File: src/rtl/keypad_code_lock.sv
// keypad_code_lock: four-digit keypad code lock with timed unlock window.
// Optional lockout after repeated failures: define KEYPAD_CODE_LOCK_LOCKOUT_EN.
// Without the macro, FAIL always returns to ENTRY and alarm is tied low.
module keypad_code_lock #(
    parameter logic [15:0] CODE           = 16'h1234,
    parameter int unsigned UNLOCK_CYCLES  = 1000,
    parameter int unsigned LOCKOUT_CYCLES = 5000,
    parameter int unsigned MAX_FAIL       = 3
) (
    input  logic       clk,
    input  logic       reset,
    input  logic [3:0] key,
    input  logic       key_valid,
    output logic       unlocked,
    output logic       err,
    output logic       alarm,
    output logic [2:0] digit_count
);

    localparam logic [15:0] UNLOCK_LOAD  = 16'(UNLOCK_CYCLES);
    localparam logic [15:0] LOCKOUT_LOAD = 16'(LOCKOUT_CYCLES);
    localparam logic [2:0]  FAIL_LIMIT   = 3'(MAX_FAIL);
    localparam logic [2:0]  DIGITS_MAX   = 3'd4;
    localparam logic [3:0]  KEY_STAR     = 4'hE;
    localparam logic [3:0]  KEY_HASH     = 4'hF;

    typedef enum logic [2:0] {
        ST_ENTRY,
        ST_CHECK,
        ST_OPEN,
        ST_FAIL,
        ST_LOCKOUT
    } state_t;

    state_t      state;
    state_t      state_next;
    logic [15:0] code_buf;
    logic [15:0] code_buf_next;
    logic [2:0]  count;
    logic [2:0]  count_next;
    logic        overflow;
    logic        overflow_next;
    logic [2:0]  fail_cnt;
    logic [2:0]  fail_next;
    logic [15:0] timer;
    logic [15:0] timer_next;
    logic        kv_q;

    logic        press;
    logic        key_is_digit;
    logic        match;
    logic [2:0]  fail_inc;

    // Rising edge of key_valid is the single press event
    assign press        = key_valid & ~kv_q;
    assign key_is_digit = (key <= 4'd9);
    assign match        = (count == DIGITS_MAX) & ~overflow & (code_buf == CODE);
    assign fail_inc     = (fail_cnt >= FAIL_LIMIT) ? FAIL_LIMIT : fail_cnt + 3'd1;
    assign digit_count  = count;

    // State and datapath registers
    always_ff @(posedge clk or posedge reset) begin
        if (reset) begin
            state    <= ST_ENTRY;
            code_buf <= 16'd0;
            count    <= 3'd0;
            overflow <= 1'b0;
            fail_cnt <= 3'd0;
            timer    <= 16'd0;
            kv_q     <= 1'b0;
        end else begin
            state    <= state_next;
            code_buf <= code_buf_next;
            count    <= count_next;
            overflow <= overflow_next;
            fail_cnt <= fail_next;
            timer    <= timer_next;
            kv_q     <= key_valid;
        end
    end

    // Next-state and datapath update
    always_comb begin
        state_next    = state;
        code_buf_next = code_buf;
        count_next    = count;
        overflow_next = overflow;
        fail_next     = fail_cnt;
        timer_next    = timer;

        case (state)
            ST_ENTRY: begin
                if (press) begin
                    if (key_is_digit) begin
                        if (count < DIGITS_MAX) begin
                            code_buf_next = {code_buf[11:0], key};
                            count_next    = count + 3'd1;
                        end else begin
                            overflow_next = 1'b1;
                        end
                    end else if (key == KEY_STAR) begin
                        code_buf_next = 16'd0;
                        count_next    = 3'd0;
                        overflow_next = 1'b0;
                    end else if (key == KEY_HASH) begin
                        state_next = ST_CHECK;
                    end
                end
            end
            ST_CHECK: begin
                code_buf_next = 16'd0;
                count_next    = 3'd0;
                overflow_next = 1'b0;
                if (match) begin
                    state_next = ST_OPEN;
                    fail_next  = 3'd0;
                end else begin
                    state_next = ST_FAIL;
                end
            end
            ST_OPEN: begin
                if (press && key == KEY_HASH) begin
                    state_next = ST_ENTRY;
                end else if (timer <= 16'd1) begin
                    state_next = ST_ENTRY;
                end else begin
                    timer_next = timer - 16'd1;
                end
            end
            ST_FAIL: begin
                fail_next = fail_inc;
`ifdef KEYPAD_CODE_LOCK_LOCKOUT_EN
                state_next = (fail_inc >= FAIL_LIMIT) ? ST_LOCKOUT : ST_ENTRY;
`else
                state_next = ST_ENTRY;
`endif
            end
            ST_LOCKOUT: begin
                if (timer <= 16'd1) begin
                    state_next = ST_ENTRY;
                    fail_next  = 3'd0;
                end else begin
                    timer_next = timer - 16'd1;
                end
            end
            default: begin
                state_next = ST_ENTRY;
            end
        endcase

        // Shared timer is loaded on entry to either timed state
        if (state_next != state) begin
            if (state_next == ST_OPEN) begin
                timer_next = UNLOCK_LOAD;
            end else if (state_next == ST_LOCKOUT) begin
                timer_next = LOCKOUT_LOAD;
            end
        end
    end

    // Registered status outputs, aligned with the state they report
    always_ff @(posedge clk or posedge reset) begin
        if (reset) begin
            unlocked <= 1'b0;
            err      <= 1'b0;
        end else begin
            unlocked <= (state_next == ST_OPEN);
            err      <= (state_next == ST_FAIL);
        end
    end

`ifdef KEYPAD_CODE_LOCK_LOCKOUT_EN
    // Alarm follows the lockout state
    always_ff @(posedge clk or posedge reset) begin
        if (reset) begin
            alarm <= 1'b0;
        end else begin
            alarm <= (state_next == ST_LOCKOUT);
        end
    end
`else
    assign alarm = 1'b0;
`endif

endmodule

File: config.mk
export PLATFORM = sky130hd
export DESIGN_NAME = keypad_code_lock
export DESIGN_NICKNAME = d
export VERILOG_FILES = /design/src/rtl/keypad_code_lock.sv
export SDC_FILE = /design/constraint.sdc
export NUM_CORES = 1
export LEC_CHECK = 0
export BUFFER_PORTS_ARGS = -buffer_cell sky130_fd_sc_hd__clkbuf_2
export CORE_MARGIN = 10
export CORE_UTILIZATION = 50
export DETAILED_ROUTE_END_ITERATION = 16
export PLACE_DENSITY = 0.7
export SYNTH_ARGS = -nofsm -noshare
export SYNTH_HDL_FRONTEND = slang
export SYNTH_SLANG_ARGS = --single-unit
File: constraint.sdc
create_clock -name clk -period 2.4 [get_ports clk]
set_input_delay 0.24 -clock clk [delete_from_list [all_inputs] [get_ports clk]]
set_output_delay 0.24 -clock clk [all_outputs]
set_load 0.01 [all_outputs]
==> impl_metrics.tcl <==
set metrics [dict create \
    postSynthAreaPerCell_um2 9.86 \
    timing.clock.skew_ns 0.00815 \
    antenna_found_initial 0 \
    crit_fanout 6 \
    final_antenna_net_count 0 \
    place.detailed.hpwl_mm 3.20 \
    rsz_0062_raised_after_global_routing "no" \
    setup-tns-final_ns 0 \
    post-synth-top-area-fraction 0.456 \
    wp_data_arrival_ns 2.42 \
    post-route-min-period_ns 2.25 \
    finalSetupViolCount 0 \
    grt_start_max_net_pins 29 \
    finalNetCount 263 \
    power_leakage_nw 1.09 \
    gp_congestion 0.836 \
    place.port_buffers 11 \
    setup.worst_path.class "reg -> reg" \
    final-max-slew-violation-count 0 \
    cts_h_tree_depth 2 \
    yosys_warnings 0 \
    yosysSeqAreaShare 0.456 \
    syn_to_final_growth_pct 11.7 \
    tritoncts.num_buffers 5 \
    initialDrtViolationCount 109 \
    finalCritPeriodShare 0.937 \
    floorplan.die_area_mm2 0.00773 \
    cts_buffer_depth 2 \
    detail_route.first_pass.iterations 4 \
    clk_latency_ns 0.30 \
    cts.root.buffer_cell "sky130_fd_sc_hd__clkbuf_8" \
    yosysTopAreaCell "sky130_fd_sc_hd__dfrtp_1" \
    drcViolationCount 0 \
    cts.sink_count 42 \
    path_clk_slew_ns 0.09 \
    setup.worst_path.start_class "register" \
    floorplan.initialDensity 0.523 \
    grt_pass1_vias 1673 \
    worst_pin_slew_ns 1.04 \
    die_width_um 87.9 \
    routed_wirelength_mm 4.49 \
    top_level_ports 13 \
    relSlewSlack 0.300 \
    crit_required_ns 2.57 \
    post_cts_resized 0 \
    synthDistinctLibCells 50 \
    hold_violation_count_in_the_final_report 0 \
    power_density_mw_per_mm2 1040 \
    via_count 1704 \
    nets_in_the_synthesized_netlist 245 \
    cts_tree "built" \
    maxCapViolCount 0 \
    post_layout_worst_setup_margin_ns 0.152 \
    hold_path.class "in -> async" \
    vdd_drop_max_uv 495 \
    fillers 385 \
    floorplan.die.height_um 87.9 \
    yosys-top-cells-area "sky130_fd_sc_hd__dfrtp_1 (46%), sky130_fd_sc_hd__mux2i_1 (10%), sky130_fd_sc_hd__inv_1 (4.1%)" \
    vias_per_inst 5.59 \
    first_pass_grt_wire_length_mm 8.01 \
    grtUsageTotal 0.127 \
    core_area_mm2 0.00441 \
    netlist_area_mm2 0.00231 \
    holdBufCountCts 0 \
    post_route_cells_drive_above_1_share 0.174 \
    end_kind "register" \
    post_synth_inst_count 234 \
    grt_overflow 0 \
    num_antenna_cells 0 \
    whs_ns 0.0417 \
    num_rows 24 \
    finalPower_w 0.00268 \
    post-cts-setup-buffer-count 0 \
    postSynthRegisterBits 42 \
    detailedPlace.worstSlack_ns 0.193 \
    route.detailed.wl_per_inst_um 14.7 \
    fmax_mhz 445 \
    outcome "complete, no violations" \
]
flip-flops by register name (all words and copies together) (netlist names):
signal       count
overflow         1
kv_q             1
state            3
digit_count      3
timer           16
err              1
code_buf        16
unlocked         1
routing by layer:
layer,up-vias,track usage,share of wire
met2,33,0.193,0.45
met5,-,0,0
met1,815,0.172,0.49
met4,0,0.0362,0.011
li1,850,-,-
met3,6,0.0353,0.051
cell usage in the layout (no fill, tap or decap), types with 3 or more instances in the layout:
master and count:
sky130_fd_sc_hd__a21oi_1 12, sky130_fd_sc_hd__buf_4 9, sky130_fd_sc_hd__clkbuf_2 11, sky130_fd_sc_hd__clkbuf_8 5
sky130_fd_sc_hd__dfrtp_1 42, sky130_fd_sc_hd__ha_1 4, sky130_fd_sc_hd__inv_1 24, sky130_fd_sc_hd__mux2i_1 24
sky130_fd_sc_hd__nand2_1 22, sky130_fd_sc_hd__nand2b_1 5, sky130_fd_sc_hd__nand3b_1 3, sky130_fd_sc_hd__nor2_1 20
sky130_fd_sc_hd__nor3_1 6, sky130_fd_sc_hd__nor4_1 5, sky130_fd_sc_hd__o211ai_1 3, sky130_fd_sc_hd__o31ai_1 3
sky130_fd_sc_hd__or4_1 4, sky130_fd_sc_hd__xnor2_1 3
synth_stat cells (all sizes together):
cell and instances:
nor3 7, xor2 2, ha 4, inv 25, buf 4, nor2b 2, o211ai 4, nor4bb 2
nor2 21, o31ai 3, nor4 6, nand4b 2, or3 2, or2b 1, nand3b 3, o2111ai 1
conb 1, mux2i 24, o22ai 2, dfrtp 42, o211a 1, a31oi 2, xnor2 3, nand4 1
a21oi 13, a211o 1, or3b 1, and2b 2, a41oi 1, o21ai 2, nor4b 2, mux2 1
nand3 1, a211oi 2, or4b 2, or4 7, clkbuf 5, a21boi 1, nand2b 5, o21a 1
nand2 22
worst max-delay path, stage by stage, from the launching register on:
cell and delay [ns]:
sky130_fd_sc_hd__dfrtp_1 0.43, sky130_fd_sc_hd__or4_1 0.58, sky130_fd_sc_hd__or4b_4 0.61, sky130_fd_sc_hd__o2111ai_4 0.27, sky130_fd_sc_hd__or4_2 0.17, sky130_fd_sc_hd__a21oi_1 0.06
stage by stage:
step,utilization,instance area (um^2),instances
6_report,0.584,2580,305
5_1_grt,0.584,2580,305
4_1_cts,0.584,2580,305
3_5_place_dp,0.552,2440,297
3_3_place_gp,0.552,2440,297
2_1_floorplan,-,2310,234
final cells by class:
class / count / area [um^2] / area share
multi-input combinational: 158 / 1110 / 0.429
sequential: 42 / 1050 / 0.408
timing repair buffer: 20 / 123 / 0.0476
inverter: 25 / 93.8 / 0.0364
clock buffer: 5 / 68.8 / 0.0267
clock inverter: 3 / 68.8 / 0.0267
tap: 52 / 65.1 / 0.0253
final timing paths:
check	from	to	slack [ns]	cells after the start
max in group asynchronous	reset	timer[15]	1.76	3
min in group clk	key_valid	kv_q	0.08	1
max reg2reg	timer[12]	timer[15]	0.15	5
min reg2reg	timer[10]	timer[10]	0.50	1
min	reset	code_buf[0]	0.04	2
max	timer[12]	timer[15]	0.15	5
cells by family after synthesis:
family | after synthesis | synth area share
buf+inv | 34 | 0.0672
other cells | 1 | 0.00163
compound gates | 34 | 0.107
fa+ha+maj | 4 | 0.0217
flops | 42 | 0.456
xor+xnor | 5 | 0.0190
mux | 25 | 0.109
simple gates | 89 | 0.219
power breakdown:
part	switching (W)	total, W	internal (W)
logic	0.000426	0.000795	0.000368
registers	0.000261	0.00121	0.000953
clock network	0.000254	0.000671	0.000417
total	0.000942	0.00268	0.00174
Power figures use the tool's default switching activity.
